[src/rtl/prog_alu_seq.sv]
// prog_alu_seq: byte-serial program loader feeding an instruction memory,
// plus a one-instruction-per-cycle accumulator sequencer with LOAD/RUN/HALT modes.
module prog_alu_seq #(
  parameter int DATAWIDTH   = 32,
  parameter int INSTR_WIDTH = 16,
  parameter int ADDWIDTH    = 7
) (
  input  logic                 clk,
  input  logic                 rst_n,
  input  logic                 load_en,
  input  logic                 byte_valid,
  input  logic [7:0]           byte_in,
  input  logic                 run_start,
  output logic [DATAWIDTH-1:0] result,
  output logic [ADDWIDTH-1:0]  pc,
  output logic                 busy,
  output logic                 halted,
  output logic                 zero,
  output logic                 carry
);

  localparam int DEPTH = 2 ** ADDWIDTH;
  localparam int NB    = INSTR_WIDTH / 8;
  localparam int CW    = (NB > 1) ? $clog2(NB) : 1;
  localparam int IMMW  = INSTR_WIDTH - 4;
  // Working width for the immediate: wide enough for data and jump targets.
  localparam int EW0   = (IMMW > DATAWIDTH) ? IMMW : DATAWIDTH;
  localparam int EW    = (EW0 > ADDWIDTH) ? EW0 : ADDWIDTH;

  typedef enum logic [1:0] {S_IDLE, S_LOAD, S_RUN, S_HALT} state_t;

  typedef enum logic [3:0] {
    OP_NOP  = 4'h0, OP_LDI  = 4'h1, OP_ADDI = 4'h2, OP_SUBI = 4'h3,
    OP_ANDI = 4'h4, OP_ORI  = 4'h5, OP_XORI = 4'h6, OP_SHLI = 4'h7,
    OP_SHRI = 4'h8, OP_JMP  = 4'h9, OP_JZ   = 4'hA, OP_JNZ  = 4'hB,
    OP_RSVC = 4'hC, OP_RSVD = 4'hD, OP_RSVE = 4'hE, OP_HALT = 4'hF
  } opcode_t;

  state_t                 state;
  logic [DATAWIDTH-1:0]   acc;
  logic [ADDWIDTH-1:0]    wr_ptr;
  logic [CW-1:0]          byte_cnt;
  logic [INSTR_WIDTH-1:0] asm_reg;
  logic [INSTR_WIDTH-1:0] mem [DEPTH];

  logic [INSTR_WIDTH-1:0] asm_next;
  logic                   last_byte;
  logic                   mem_we;

  logic [INSTR_WIDTH-1:0] instr;
  opcode_t                opcode;
  logic [EW-1:0]          imm_w;
  logic [DATAWIDTH-1:0]   imm_d;
  logic [DATAWIDTH:0]     sum;
  logic [DATAWIDTH:0]     diff;
  logic [DATAWIDTH-1:0]   acc_nx;
  logic                   carry_nx;
  logic [ADDWIDTH-1:0]    pc_nx;
  logic                   halt_nx;

  assign result = acc;
  assign zero   = (acc == '0);

  // Merge the incoming byte into its lane so the last byte lands in the same cycle's write.
  always_comb begin
    // NOTE: every always_comb output gets a default first so no latch is inferred.
    asm_next = asm_reg;
    for (int i = 0; i < NB; i++) begin
      if (byte_cnt == CW'(i)) asm_next[i*8 +: 8] = byte_in;
    end
  end

  assign last_byte = (byte_cnt == CW'(NB - 1));
  assign mem_we    = (state == S_LOAD) && load_en && byte_valid && last_byte;

  // Instruction memory write port; contents survive reset.
  always_ff @(posedge clk) begin
    // NOTE: the memory array has no reset, so it stays a plain RAM rather than a bank of reset flops.
    if (mem_we) mem[wr_ptr] <= asm_next;
  end

  // Decode and execute the instruction at pc (asynchronous read).
  always_comb begin
    instr    = mem[pc];
    opcode   = opcode_t'(instr[INSTR_WIDTH-1 -: 4]);
    imm_w    = EW'(instr[IMMW-1:0]);
    imm_d    = imm_w[DATAWIDTH-1:0];
    sum      = {1'b0, acc} + {1'b0, imm_d};
    diff     = {1'b0, acc} - {1'b0, imm_d};
    acc_nx   = acc;
    carry_nx = carry;
    pc_nx    = pc + 1'b1;
    halt_nx  = 1'b0;
    case (opcode)
      OP_LDI:  acc_nx = imm_d;
      OP_ADDI: {carry_nx, acc_nx} = sum;
      OP_SUBI: {carry_nx, acc_nx} = diff;
      OP_ANDI: acc_nx = acc & imm_d;
      OP_ORI:  acc_nx = acc | imm_d;
      OP_XORI: acc_nx = acc ^ imm_d;
      OP_SHLI: acc_nx = (imm_w >= EW'(DATAWIDTH)) ? '0 : (acc << imm_w);
      OP_SHRI: acc_nx = (imm_w >= EW'(DATAWIDTH)) ? '0 : (acc >> imm_w);
      OP_JMP:  pc_nx = imm_w[ADDWIDTH-1:0];
      OP_JZ:   if (acc == '0) pc_nx = imm_w[ADDWIDTH-1:0];
      OP_JNZ:  if (acc != '0) pc_nx = imm_w[ADDWIDTH-1:0];
      OP_HALT: begin
        halt_nx = 1'b1;
        pc_nx   = pc;
      end
      default: ;
    endcase
  end

  // Mode FSM with registered busy/halted; owns acc, pc, carry and the loader pointers.
  always_ff @(posedge clk or negedge rst_n) begin
    if (!rst_n) begin
      // NOTE: sequential state uses non-blocking assignments so all flops update together.
      state    <= S_IDLE;
      acc      <= '0;
      pc       <= '0;
      wr_ptr   <= '0;
      byte_cnt <= '0;
      asm_reg  <= '0;
      carry    <= 1'b0;
      busy     <= 1'b0;
      halted   <= 1'b0;
    end else begin
      case (state)
        S_IDLE: begin
          if (load_en) begin
            state    <= S_LOAD;
            wr_ptr   <= '0;
            byte_cnt <= '0;
          end else if (run_start) begin
            state <= S_RUN;
            busy  <= 1'b1;
            pc    <= '0;
            acc   <= '0;
            carry <= 1'b0;
          end
        end
        S_LOAD: begin
          if (!load_en) begin
            // Any partial word is dropped; the next load restarts at address 0.
            state    <= S_IDLE;
            byte_cnt <= '0;
          end else if (byte_valid) begin
            asm_reg <= asm_next;
            if (last_byte) begin
              byte_cnt <= '0;
              wr_ptr   <= wr_ptr + 1'b1;
            end else begin
              byte_cnt <= byte_cnt + 1'b1;
            end
          end
        end
        S_RUN: begin
          if (load_en) begin
            // Abort: accumulator and pc are held, loader restarts.
            state    <= S_LOAD;
            busy     <= 1'b0;
            wr_ptr   <= '0;
            byte_cnt <= '0;
          end else begin
            acc   <= acc_nx;
            carry <= carry_nx;
            pc    <= pc_nx;
            if (halt_nx) begin
              state  <= S_HALT;
              busy   <= 1'b0;
              halted <= 1'b1;
            end
          end
        end
        S_HALT: begin
          if (load_en) begin
            state    <= S_LOAD;
            halted   <= 1'b0;
            wr_ptr   <= '0;
            byte_cnt <= '0;
          end else if (run_start) begin
            state  <= S_RUN;
            halted <= 1'b0;
            busy   <= 1'b1;
            pc     <= '0;
            acc    <= '0;
            carry  <= 1'b0;
          end
        end
        default: state <= S_IDLE;
      endcase
    end
  end

endmodule

[config.mk]
export PLATFORM = sky130hd
export DESIGN_NAME = prog_alu_seq
export DESIGN_NICKNAME = d
export VERILOG_FILES = /design/src/rtl/prog_alu_seq.sv
export SDC_FILE = /design/constraint.sdc
export NUM_CORES = 2
export LEC_CHECK = 0
export BUFFER_PORTS_ARGS = -buffer_cell sky130_fd_sc_hd__buf_2
export CAP_MARGIN = 40
export CORE_MARGIN = 4
export CORE_UTILIZATION = 45
export DETAILED_ROUTE_END_ITERATION = 12
export GPL_ROUTABILITY_DRIVEN = 0
export PLACE_DENSITY = 0.58
export SYNTH_ARGS = -nofsm -noshare
export SYNTH_HDL_FRONTEND = slang
export SYNTH_SLANG_ARGS = --single-unit
[constraint.sdc]
create_clock -name clk -period 12.7 [get_ports clk]
set_input_delay 2.54 -clock clk [delete_from_list [all_inputs] [get_ports clk]]
set_output_delay 2.54 -clock clk [all_outputs]
set_load 0.1 [all_outputs]
==> metrics.txt <==
initial antenna violation count 13; # DRC 0; clk_lat worst skew 0.87 ns; I/O pin count 56; VDD IR max 0.0002325 V; kind of end point of the critical path flip-flop; total power 25560 uW; Worst Path Max Fanout 116; Relative slew margins 30.26%; global route overflow 0; CTS tree built; hold path depth 2; final cycle utilization of the critical path 67.80%; hold_buf cts 0; die width 452.4 um; Setup CP Type flip-flop to flip-flop; vias post-DR 50.62k; most frequent cells in the layout edfxtp_1, mux4_2, mux2i_1; unrepaired setup endpoints after global routing false; die area 204600 um^2; vias in the first global route 49.42k; run status finished, final reports clean; Final Max Tran Viols 0; CTS Root Buffer Type clkbuf_16; postcts setup bufs 0; P per Cell Area 255.4 nW/um^2; first-pass GRT wire length 376200 um; Gate Count Post-Synth 4914; sequential fraction of the synthesis area 71.13%; post-detail-place hpwl 162400 um; setup violators final 0; row cnt 162; PortBufs 55; wire per inst 33.18 um; fin crit period 8.611 ns; Critical Path RT 13.42 ns; most common cell after layout, fill and taps aside edfxtp_1; area share of the largest cell type after synthesis 69.21%; synthesis-stage register bit count 2116; initial DRC count 6850; main flop type after synthesis edfxtp_1; final wirelength 263700 um; CTS sink cnt 2116; mapped cell area 88850 um^2; Final Cell Area 100100 um^2; Area contributors post-synth edfxtp_1, mux4_2, mux2i_1; pin count of the biggest net entering global routing 117; core footprint 195600 um^2; Via-to-Cell Ratio 6.368; fmax 116.1 MHz; GRT Total Usage 25.64%; Routed Antenna Nets 0; Mapped Nets 4970; synth warn 0; Worst-Margin Slew 1.046 ns; Synth cell types 106; max FFs per register 2048; EDFF count, synth 2048; clock buffer count from CTS 213; Critical Path AT 9.33 ns; Pre-antenna DRT Iters 8; clk slew on worst S/H paths 0.06 ns; area leader, netlist edfxtp_1; Leak 0.03183 uW; H-tree depth 4; area growth from synthesis to layout 12.63%; layout cell share with drive strength beyond 1 23.09%; Worst setup SP type flip-flop; worst hold slack 0.4739 ns; final hold vios 0; number of cells on the worst reg-to-reg path 20; CTS resizes 0; Die H 452.4 um; Net count, final 5196; setup TNS 0 ns; max-cap check violation count 0; Initial Utilization 45.43%; Worst Skew 0.05743 ns; Mean Syn Cell Area 18.08 um^2; min-delay worst type flip-flop to flip-flop; Area after DPL 93210 um^2; clk buf depth 3; Post-synth ARST share 3.214%
cell usage after synthesis (11+ instances only):
| cell type | instances |
|---|---|
| a211o_1 | 17 |
| a211oi_1 | 37 |
| a21o_1 | 12 |
| a21oi_1 | 149 |
| a221oi_1 | 12 |
| a22o_1 | 24 |
| a22oi_1 | 145 |
| a31oi_1 | 24 |
| a32oi_1 | 11 |
| and2_1 | 14 |
| and3_1 | 26 |
| buf_1 | 14 |
| buf_2 | 79 |
| buf_4 | 44 |
| buf_6 | 40 |
| clkbuf_1 | 128 |
| dfrtp_1 | 68 |
| edfxtp_1 | 2048 |
| ha_1 | 41 |
| inv_1 | 51 |
| mux2_2 | 32 |
| mux2i_1 | 326 |
| mux4_2 | 442 |
| nand2_1 | 237 |
| nand2b_1 | 16 |
| nand3_1 | 54 |
| nand4_1 | 19 |
| nor2_1 | 237 |
| nor2b_1 | 22 |
| nor3_1 | 40 |
| nor4_1 | 19 |
| o2111ai_1 | 14 |
| o211ai_1 | 22 |
| o21ai_0 | 100 |
| o21ai_1 | 11 |
| o221ai_1 | 41 |
| o22ai_1 | 45 |
| o31ai_1 | 15 |
| or3_1 | 13 |
| xnor2_1 | 12 |
worst paths after layout:
kind,startpoint,endpoint,slack [ns]
worst max-delay path,pc[2],result[23],4.09
worst min-delay path,asm_reg[10],asm_reg[10],0.47
worst max register to register,pc[2],result[23],4.09
worst min register to register,asm_reg[10],asm_reg[10],0.47
max in group asynchronous,rst_n,pc[2],9.96
min in group asynchronous,rst_n,result[13],1.65
per-stage QoR:
| stage | instances | setup WS (ns) | util [%] |
|---|---|---|---|
| 4_1_cts | 7937 | 4.226 | 51.14 |
| 3_5_place_dp | 7547 | 4.273 | 47.66 |
| 3_3_place_gp | 7511 | 4.305 | 47.40 |
| 6_report | 7949 | 4.089 | 51.16 |
| 2_1_floorplan | 4914 | 5.660 | - |
| 5_1_grt | 7940 | 3.639 | 51.15 |
metal layers:
metal  global-route usage, %  wire length (um)
met1                   35.80            106100
met5                       0                 0
met2                   40.56            125200
met4                   9.059             10140
met3                   4.967             22320
area by class of cell:
type,count,area [um^2]
flip-flops and latches,2116,63220
repair buffers,322,2560
multi-input cells,2430,23950
inverters,57,219.0
well taps,2624,3283
clock inverters,112,1145
clock buffers,278,5675
diodes,10,25.02
fillers,15730,95530
power breakdown:
group	leakage (uW)	switching, uW	internal [uW]
clock	0.00329	2690	3440
sequential	0.0195	252	8330
combinational	0.00903	7340	3500
worst max-delay path: stages (launching register included):
cell       delay [ns]
dfrtp_4          0.78
buf_12           0.63
buf_4            0.77
mux4_2           0.59
o22ai_1          0.19
a211oi_1         0.10
a22oi_1          0.36
and3_2           0.64
buf_4            0.55
ha_1             0.24
o21ba_2          0.17
o21ai_0          0.26
a2111oi_0        0.21
o41ai_1          0.83
a21boi_0         0.38
o311ai_0         0.65
or3_1            0.32
nor2_1           0.06
a211o_1          0.27
a32oi_1          0.19
nand2_1          0.08
cells by family (layout without fill, tap and decap cells):
| group | count (synthesis) | count (layout) | synth area share, % |
|---|---|---|---|
| AND/OR/NAND/NOR | 753 | 753 | 4.003 |
| other | 0 | 10 | 0 |
| flip-flops | 2116 | 2116 | 71.13 |
| XOR/XNOR | 18 | 18 | 0.1774 |
| adder cells (fa/ha/maj) | 43 | 43 | 0.6224 |
| AO/OA/AOI/OAI | 816 | 816 | 6.509 |
| buffers and inverters | 368 | 769 | 2.277 |
| multiplexers | 800 | 800 | 15.28 |
No activity file was read; power rests on OpenSTA's default activity.
